--- config.mk ---
export PLATFORM = sky130hd
export DESIGN_NAME = poly_sequencer
export DESIGN_NICKNAME = d
export VERILOG_FILES = /design/src/rtl/poly_sequencer.sv
export SDC_FILE = /design/constraint.sdc
export NUM_CORES = 1
export LEC_CHECK = 0
export BUFFER_PORTS_ARGS = -buffer_cell sky130_fd_sc_hd__buf_2
export CAP_MARGIN = 10
export CORE_MARGIN = 1.5
export CORE_UTILIZATION = 58
export CTS_BUF_LIST = sky130_fd_sc_hd__clkbuf_8
export DETAILED_ROUTE_END_ITERATION = 10
export PLACE_DENSITY_LB_ADDON = 0.3
export SYNTH_ARGS = -nofsm -noshare
export SYNTH_HDL_FRONTEND = slang
export SYNTH_SLANG_ARGS = --single-unit
--- constraint.sdc ---
create_clock -name clock -period 3 [get_ports clock]
set_clock_uncertainty 0.15 [all_clocks]
set_input_delay 0 -clock clock [delete_from_list [all_inputs] [get_ports clock]]
set_output_delay 0 -clock clock [all_outputs]
set_load 0.05 [all_outputs]
--- src/rtl/poly_sequencer.sv ---
// poly_sequencer
//
// Sequences the shared two-register ALU datapath (RA/RB, operand muxes, add/mul ALU)
// to evaluate f = a*x^2 + b*x + c using Horner's rule: ((a*x) + b)*x + c.
// The sequencer owns the datapath x bus and drives x, a, b and c onto it in turn.
// After reset it waits in IDLE. In DONE the datapath output f holds the result.
//
// Optional feature: define POLY_SEQ_ABORT_EN to add the abort input, which cancels
// a running sequence and returns the machine to IDLE.
//
// Ports:
//   clock   in   rising-edge system clock
//   resetn  in   asynchronous active-low reset
//   start   in   level-sensitive request, accepted in IDLE or DONE
//   abort   in   (POLY_SEQ_ABORT_EN only) cancel a busy sequence
//   x       in   operand, captured on accept
//   coef_a  in   x^2 coefficient, captured on accept
//   coef_b  in   x coefficient, captured on accept
//   coef_c  in   constant term, captured on accept
//   busy    out  high from CLEAR through ADD_C
//   done    out  high in DONE; datapath f is valid
//   dp_x    out  datapath x bus
//   selxA   out  ALU operand 1 select: 0 = dp_x, 1 = RA
//   selAB   out  ALU operand 2 select: 0 = RA, 1 = RB
//   LdRA    out  load RA with the ALU result
//   LdRB    out  load RB with the ALU result
//   ALUop   out  0 = add, 1 = multiply

module poly_sequencer #(
    parameter int unsigned WIDTH = 8
) (
    input  logic             clock,
    input  logic             resetn,
    input  logic             start,
`ifdef POLY_SEQ_ABORT_EN
    input  logic             abort,
`endif
    input  logic [WIDTH-1:0] x,
    input  logic [WIDTH-1:0] coef_a,
    input  logic [WIDTH-1:0] coef_b,
    input  logic [WIDTH-1:0] coef_c,
    output logic             busy,
    output logic             done,
    output logic [WIDTH-1:0] dp_x,
    output logic             selxA,
    output logic             selAB,
    output logic             LdRA,
    output logic             LdRB,
    output logic             ALUop
);

    typedef enum logic [2:0] {
        StIdle  = 3'd0,
        StClear = 3'd1,
        StLoadX = 3'd2,
        StMulA  = 3'd3,
        StAddB  = 3'd4,
        StMulX  = 3'd5,
        StAddC  = 3'd6,
        StDone  = 3'd7
    } state_e;

    state_e state_q, state_d;

    logic [WIDTH-1:0] x_q, a_q, b_q, c_q;
    logic             accept;
    logic             abort_hit;

`ifdef POLY_SEQ_ABORT_EN
    assign abort_hit = abort;
`else
    assign abort_hit = 1'b0;
`endif

    // A new sequence can only be accepted from a resting state.
    assign accept = start && ((state_q == StIdle) || (state_q == StDone));

    always_ff @(posedge clock or negedge resetn) begin
        if (!resetn) begin
            state_q <= StIdle;
        end else begin
            state_q <= state_d;
        end
    end

    // Operands are latched only on accept so the bus is stable for the whole run.
    always_ff @(posedge clock or negedge resetn) begin
        if (!resetn) begin
            x_q <= '0;
            a_q <= '0;
            b_q <= '0;
            c_q <= '0;
        end else if (accept) begin
            x_q <= x;
            a_q <= coef_a;
            b_q <= coef_b;
            c_q <= coef_c;
        end
    end

    always_comb begin
        state_d = state_q;
        busy    = 1'b0;
        done    = 1'b0;
        dp_x    = '0;
        selxA   = 1'b0;
        selAB   = 1'b0;
        LdRA    = 1'b0;
        LdRB    = 1'b0;
        ALUop   = 1'b0;

        case (state_q)
            StIdle: begin
                if (start) begin
                    state_d = StClear;
                end
            end
            StClear: begin
                // 0 * RA clears both registers regardless of their contents.
                busy    = 1'b1;
                ALUop   = 1'b1;
                LdRA    = 1'b1;
                LdRB    = 1'b1;
                state_d = StLoadX;
            end
            StLoadX: begin
                // RB = x + RA, with RA already zero.
                busy    = 1'b1;
                dp_x    = x_q;
                LdRB    = 1'b1;
                state_d = StMulA;
            end
            StMulA: begin
                // RA = a * RB.
                busy    = 1'b1;
                dp_x    = a_q;
                selAB   = 1'b1;
                ALUop   = 1'b1;
                LdRA    = 1'b1;
                state_d = StAddB;
            end
            StAddB: begin
                busy    = 1'b1;
                dp_x    = b_q;
                LdRA    = 1'b1;
                state_d = StMulX;
            end
            StMulX: begin
                // RA = RA * RB, bus unused.
                busy    = 1'b1;
                selxA   = 1'b1;
                selAB   = 1'b1;
                ALUop   = 1'b1;
                LdRA    = 1'b1;
                state_d = StAddC;
            end
            StAddC: begin
                busy    = 1'b1;
                dp_x    = c_q;
                LdRA    = 1'b1;
                state_d = StDone;
            end
            StDone: begin
                // Bus is zero and ALU adds, so datapath f = 0 + RA = result.
                done = 1'b1;
                if (start) begin
                    state_d = StClear;
                end
            end
            default: begin
                state_d = StIdle;
            end
        endcase

        // Abort suppresses the pending register write so RA/RB keep their values.
        if (abort_hit && busy) begin
            state_d = StIdle;
            LdRA    = 1'b0;
            LdRB    = 1'b0;
        end
    end

endmodule

==> results of run 1 <==
-- synth_stat cells (all sizes together) --
master	count	area [sq um]
a2111oi	1	8.76
a21o	1	7.51
a21oi	4	20.0
a221oi	16	140
and2	2	12.5
buf	5	82.6
clkbuf	6	22.5
dfrtp	35	876
ha	4	50.1
inv	5	18.8
mux2	32	473
mux2i	2	23.8
nand2	3	11.3
nand2b	1	13.8
nand3b	1	7.51
nor2	3	11.3
nor3	8	40.0
nor4	1	6.26
o21ai	3	15.0
o221ai	1	8.76
o31ai	1	7.51
or2	1	6.26
or3	1	6.26
-- power groups by stage --
stage	Sequential [mW]	Clock, mW	Combinational, mW
floorplan	0.825	0	1.41
finish	0.919	0.335	1.61
global route	0.946	0.361	1.72
detailed placement	0.908	0	1.57
global placement	0.898	0	1.52
CTS	0.906	0.336	1.60
-- cell type report --
| cell class | instances | area (sq um) | area share |
|---|---|---|---|
| flip-flops and latches | 35 | 876 | 0.352 |
| multi-input cells | 86 | 870 | 0.349 |
| repair buffers | 83 | 586 | 0.235 |
| clock buffers | 5 | 68.8 | 0.0277 |
| well taps | 44 | 55.1 | 0.0221 |
| inverters | 5 | 18.8 | 0.00754 |
| clock inverters | 3 | 15.0 | 0.00603 |
-- registers in the layout, summed over array words and instances, names as in the netlist --
name,cells
c_q,8
x_q,8
state_q,3
a_q,8
b_q,8
-- how the worst max path moves through the flow --
| stage | endpoint | cells past startpoint |
|---|---|---|
| 3_5_place_dp | b_q[5] | 5 |
| 4_1_cts | dp_x[4] | 4 |
| 2_1_floorplan | dp_x[1] | 5 |
| 6_report | dp_x[5] | 4 |
| 3_3_place_gp | b_q[4] | 5 |
| 5_1_grt | dp_x[4] | 4 |
-- metrics by stage --
stage	instance area (sq um)	setup WS, ns	power [mW]	utilization	hold WS [ns]
floorplan	1870	0.662	2.23	-	-0.446
global placement	2060	0.690	2.42	0.676	-0.0514
detailed placement	2060	0.547	2.48	0.676	-0.0431
CTS	2490	0.524	2.85	0.815	0.179
global route	2490	0.335	3.02	0.815	0.241
finish	2490	0.526	2.86	0.815	0.160
-- what timing repair did --
item | in CTS | in global routing
endpoints found under the hold margin | 70 | 0
hold buffers | 34 | 0
buffers inserted | 0 | 0
-- cells by family after synthesis --
logic type / count (synthesis)
flip-flops: 35
multiplexers: 34
AO/OA/AOI/OAI: 27
AND/OR/NAND/NOR: 21
buffers and inverters: 16
adder cells (fa/ha/maj): 4
-- routing by layer --
layer | part of all wire | global-route usage | vias up
li1 | - | - | 667
met1 | 0.44 | 0.332 | 683
met2 | 0.49 | 0.439 | 44
met3 | 0.048 | 0.0758 | 12
met4 | 0.024 | 0.133 | 0
met5 | 0 | 0 | -
==> flow_summary.toml, run 1 <==
[global_routing]
antenna_found_initial = 0
grt_max_degree = 36
grt_pass1_vias = 1438
grt-ovfl-total = 0
grt_usage = 0.272
grt_pass1_wl_um = 6850

[route]
drt_wl_total_um = 4310
detail-route-antenna-nets = 0
via_count = 1406
firstDrtPassIters = 4
drc = 0
first_iter_violations = 58
routed_via_density = 5.39
wire_per_inst_um = 16.5

[synth]
synth_mux_area_frac = 0.266
syn_area_per_cell_sq_um = 13.6
ys_seq_area_frac = 0.469
synth-compound-area-share = 0.111
synth_cell_type_count = 26
yosys.area_share.simple = 0.0616
netlist_area_sq_um = 1870
synth_xor_area_frac = 0
synth_top_family_by_area = "multiplexers"
syn-num-nets = 176
synth_cells = 137
synth_adder_area_share = 0.0268
synth_seq_cells = 35
yosys_warnings = 0

[setup_path]
startpoint_type = "flop"
cp_top_family = "flip-flops"
timing.rr.start = "state_q[1]"
critPathRequiredTime_ns = 2.85
r2r_cells = 5
reg2reg_setup_slack_ns = 0.53
criticalPathCategory = "flop to output port"
cp_num_buf_inv = 2
crit_chain = "inv_1 -> mux2i_1 -> nor3_1 -> buf_2"
r2r-end = "b_q[5]"
cp.arrival_ns = 2.32
end_kind = "output port"
setup.worst_path.start = "state_q[2]"
max_stage_delay_ns = 0.68
cp_max_fo = 18
slowest_stage = "dfrtp_1"

[timing]
relSlewSlack = 0.492
fmax_mhz = 404
worst_pin_slew_ns = 0.761
finalHoldViolCount = 0
timing.setup.tns_ns = 0
finalSetupViolations = 0
finalMaxSlewViolations = 0
fin_crit_ns = 2.47
rsz0062_at_grt = "no"
period_share = 0.825

[finish]
n_antenna_cell = 0
final_cells = 261
area_delta_synth_final_pct = 33.1
layout-drive-gt1-share = 0.415
final_nets = 255
fillers = 185
final_common_cell = "buf_2"
layout_common_cells = "buf_2 (49), dfrtp_1 (35), dlygate4sd3_1 (34), mux2_4 (30), a221oi_1 (16)"

[power_and_ir_drop]
switching_share = 0.451
p_comb_frac = 0.562
clkPwrFrac = 0.117
p_switching_mw = 1.29
power_leakage_nw = 1.26
vdd_drop_max_mv = 0.620
powerDensity_nw_per_um2 = 1150
intPower_mw = 1.57
p_seq_frac = 0.321

[floorplanning]
top_level_ports = 50
die_h_um = 59.8
fp.dieArea_sq_um = 3570
core_sq_um = 3050
start_util = 0.612
rows = 20
dieWidth_um = 59.8

[placement]
dp_hpwl_um = 2660
gp_congestion = 0.811
dpl.cell_count = 219
port_buffers = 49

[clock_tree]
clock_latency_ns = 0.30
post_cts_resized = 0
cts_made_buffers = 5
cts_max_level = 2
clockBufferDepth = 2
clkTransAtPathRegs_ns = 0.07
cts_tree = "yes"
clkSinkCount = 35
cts_root_buffer = "clkbuf_8"

[run_status]
status = "finished, final reports clean"

[flow_run]
drv_cap = 0

[hold_path]
hold_class = "primary input to async pin"
Power figures use the tool's default switching activity.
==> inputs of run 2 (changes only) <==
- CORE_UTILIZATION: 58 -> 54
- clock period: 3 -> 2.5 ns (I/O delays scaled with it)
==> flow_summary.toml, run 2 (same netlist as run 1, synthesis figures left out) <==
[run_status]
status = "finished, final reports clean"

[setup_path]
r2r-end = "x_q[0]"
cp.arrival_ns = 2.12
reg2reg_setup_slack_ns = 0.27
r2r_cells = 6
end_kind = "output port"
startpoint_type = "flop"
critPathRequiredTime_ns = 2.35
criticalPathCategory = "flop to output port"
timing.rr.start = "state_q[0]"
cp_max_fo = 17

[global_routing]
grt_usage = 0.254
antenna_found_initial = 0
gr-usage-met1 = 0.316
grt_max_degree = 36
grt_busiest_layer = "met2"
grt_pass1_wl_um = 6810
grt-ovfl-total = 0
grtUsageMet2 = 0.441
grt_pass1_vias = 1422
use_met3 = 0.0580

[timing]
fin_crit_ns = 2.27
rsz0062_at_grt = "no"
fmax_mhz = 441
worst_pin_slew_ns = 0.798
period_share = 0.907
finalSetupViolations = 0
finalHoldViolCount = 0
relSlewSlack = 0.453
timing.setup.tns_ns = 0
finalMaxSlewViolations = 0

[clock_tree]
cts_setup_buffers = 0
clockBufferDepth = 2
clock_latency_ns = 0.29
cts_root_buffer = "clkbuf_8"
cts_max_level = 2
clkSinkCount = 35
clkTransAtPathRegs_ns = 0.07
cts_tree = "yes"
cts_made_buffers = 5

[placement]
dp_hpwl_um = 2690
postPlaceCellArea_sq_um = 2120
port_buffers = 49
gp_congestion = 0.746

[power_and_ir_drop]
clkPwrFrac = 0.144
vdd_drop_max_mv = 0.786
p_comb_frac = 0.564
powerDensity_nw_per_um2 = 1410
power_leakage_nw = 1.30
p_switching_mw = 1.57
p_seq_frac = 0.292
intPower_mw = 2.07
switching_share = 0.431

[finish]
area_delta_synth_final_pct = 37.9
layout_common_cells = "buf_2 (49), dfrtp_1 (35), dlygate4sd3_1 (34), mux2_4 (30), a221oi_1 (16)"
stdcell_area_sq_um = 2580
layout-drive-gt1-share = 0.432
final_common_cell = "buf_2"
n_antenna_cell = 0
final_nets = 260

[route]
routed_via_density = 5.34
detail-route-antenna-nets = 0
firstDrtPassIters = 4
drt_wl_total_um = 4490
first_iter_violations = 70
drc = 0
via_count = 1431
wire_per_inst_um = 16.7

[floorplanning]
core_sq_um = 3340
fp.dieArea_sq_um = 3820
die_h_um = 61.8
rows = 21
dieWidth_um = 61.8
top_level_ports = 50
start_util = 0.560

[flow_run]
drv_cap = 0

[hold_path]
hold_class = "primary input to async pin"
[run 2: final cells by class]
type | count | area (sq um)
timing repair buffer | 88 | 636
fill | 221 | 759
clock inverter | 2 | 35.0
inverter | 5 | 18.8
clock buffer | 6 | 82.6
tap | 46 | 57.6
multi-input combinational | 86 | 872
sequential | 35 | 876
[run 2: worst max-delay path by stage]
stage / slack [ns] / cells after the start / end / start
finish: 0.23 / 5 / dp_x[5] / state_q[2]
global route: 0.12 / 5 / dp_x[5] / state_q[2]
CTS: 0.03 / 5 / dp_x[5] / state_q[0]
detailed placement: 0.32 / 5 / dp_x[5] / state_q[0]
global placement: 0.41 / 5 / dp_x[5] / state_q[0]
floorplan: 0.16 / 5 / dp_x[1] / state_q[0]
[run 2: worst max-delay path, stage by stage (launching register included)]
cell,delay [ns]
dfrtp_1,0.41
buf_4,0.21
inv_1,0.10
mux2i_1,0.68
nor3_1,0.17
buf_2,0.26
[run 2: layer usage]
layer	up-vias	share of wire
li1	677	-
met5	-	0
met2	53	0.52
met1	695	0.43
met3	6	0.046
met4	0	0.011
[run 2: stage by stage]
step	utilization	setup WS (ns)	std cells	hold slack, ns	power, mW
floorplan	-	0.162	137	-0.446	2.68
global placement	0.634	0.409	226	-0.0482	2.98
detailed placement	0.634	0.324	226	-0.0335	3.04
CTS	0.772	0.0263	268	0.199	3.62
global route	0.772	0.118	268	0.234	3.84
finish	0.772	0.232	268	0.169	3.64
[run 2: power by group through the flow]
stage / clock network [mW] / registers, mW / logic, mW
6_report: 0.523 / 1.06 / 2.05
5_1_grt: 0.562 / 1.09 / 2.19
4_1_cts: 0.529 / 1.05 / 2.04
3_5_place_dp: 0 / 1.05 / 1.99
3_3_place_gp: 0 / 1.04 / 1.94
2_1_floorplan: 0 / 0.990 / 1.69
[run 2: repair_timing]
item                       4_1_cts  5_1_grt
hold endpoints to repair        70        0
setup endpoints to repair        0        7
hold buffers                    34        0
resized for setup                0        1
==> inputs of run 3 (changes only) <==
- ABC_CLOCK_PERIOD_IN_PS: unset -> 2500
- CORE_MARGIN: 1.5 -> unset
==> flow_summary.toml, run 3 (same netlist as run 1, synthesis figures left out) <==
[run_status]
status = "finished, final reports clean"

[timing]
period_share = 0.896
finalMaxSlewViolations = 0
worst_pin_slew_ns = 0.781
rsz0062_at_grt = "no"
timing.setup.tns_ns = 0
finalSetupViolations = 0
fmax_mhz = 447
finalHoldViolCount = 0
worst_slack_ns = 0.261
relSlewSlack = 0.465
fin_crit_ns = 2.24

[route]
wire_per_inst_um = 17.1
via_count = 1487
routed_via_density = 5.57
first_iter_violations = 109
firstDrtPassIters = 4
drt_wl_total_um = 4570
drc = 0
detail-route-antenna-nets = 0

[clock_tree]
cts_setup_buffers = 0
cts_max_level = 2
clockBufferDepth = 2
clkTransAtPathRegs_ns = 0.07
cts_root_buffer = "clkbuf_8"
cts_made_buffers = 5
clkSinkCount = 35
cts_tree = "yes"
clock_latency_ns = 0.28

[floorplanning]
fp.dieArea_sq_um = 3700
core_sq_um = 3180
die_h_um = 60.8
start_util = 0.588
dieWidth_um = 60.8
top_level_ports = 50
rows = 20

[finish]
multi_input_area_sq_um = 872
fillers = 195
final_common_cell = "buf_2"
layout_common_cells = "buf_2 (49), dfrtp_1 (35), dlygate4sd3_1 (34), mux2_4 (30), a221oi_1 (16)"
register_area_sq_um = 876
area_delta_synth_final_pct = 37.2
utilization = 0.807
final_nets = 261
n_antenna_cell = 0
layout-drive-gt1-share = 0.430

[setup_path]
critPathRequiredTime_ns = 2.52
cp_num_buf_inv = 2
cp.arrival_ns = 2.26
criticalPathCategory = "flop to flop"
end_kind = "flop"
crit_chain = "inv_1 -> ha_1 -> mux2i_2 -> nand2b_4 -> buf_4 -> mux2_4"
startpoint_type = "flop"
max_stage_delay_ns = 0.45
cp_top_family = "multiplexers"
slowest_stage = "dfrtp_1"
cp_max_fo = 14

[hold_path]
hold_class = "primary input to async pin"

[placement]
dp_slack_ns = 0.295
dp_hpwl_um = 2830
gp_congestion = 0.796
port_buffers = 49

[global_routing]
grt_pass1_vias = 1498
grt_max_degree = 36
grt-ovfl-total = 0
grt_usage = 0.273
grt_pass1_wl_um = 7180
antenna_found_initial = 0

[power_and_ir_drop]
powerDensity_nw_per_um2 = 1390
vdd_drop_max_mv = 0.614
total_power_mw = 3.56
power_leakage_nw = 1.30

[flow_run]
drv_cap = 0
## run 3: changes by cell type in the layout (fill, tap and decap cells not counted)
cell,delta
buf_4,+1
bufinv_16,-1
clkbuf_8,+1
clkinv_2,-1
inv_1,+1
## run 3: path summary, 6_finish.rpt
kind,from,to,slack (ns),cells after the start
setup reg to reg,state_q[1],x_q[7],0.26,6
max in group asynchronous,resetn,b_q[6],1.54,2
setup / recovery,state_q[1],x_q[7],0.26,6
min in group clock,coef_b[5],b_q[5],0.32,3
hold / removal,resetn,a_q[1],0.17,2
hold reg to reg,b_q[2],b_q[2],0.37,1
## run 3: through the flow
stage | cells | cell area [sq um] | hold slack [ns]
after detailed placement | 225 | 2120 | -0.0382
after floorplan | 137 | 1870 | -0.446
final | 267 | 2560 | 0.172
after CTS | 267 | 2560 | 0.205
after global placement | 225 | 2120 | -0.0458
after global routing | 267 | 2560 | 0.261
## run 3: per-layer routing
layer,vias to the layer above,part of all wire,global-route usage,routed length (um)
met5,-,0,0,0
li1,686,-,-,-
met1,736,0.43,0.359,1990
met4,0,0.0092,0.0779,42
met3,6,0.053,0.0554,243
met2,59,0.50,0.460,2290
## run 3: final cells by class
type                       count  share of cell area
clock inverter                 1             0.00146
tap                           44              0.0215
multi-input combinational     86               0.340
inverter                       5             0.00732
timing repair buffer          89               0.251
sequential                    35               0.341
clock buffer                   7              0.0376
## run 3: what timing repair did
item,4_1_cts,5_1_grt
endpoints found under the setup margin,0,7
hold endpoints to repair,70,0
gates resized for setup,0,1
hold buffers,34,0
## run 3: report_power, final
group          switching, mW  internal [mW]  leakage [nW]  total (mW)
sequential             0.202          0.862         0.415        1.06
clock                  0.197          0.247        0.0557       0.444
combinational           1.17          0.892         0.828        2.06
total                   1.56           2.00          1.30        3.56
## run 3: worst reg2reg max path, stage by stage (launching register included)
cell	delay, ns
dfrtp_1	0.45
inv_1	0.11
ha_1	0.21
mux2i_2	0.27
nand2b_4	0.36
buf_4	0.25
mux2_4	0.31
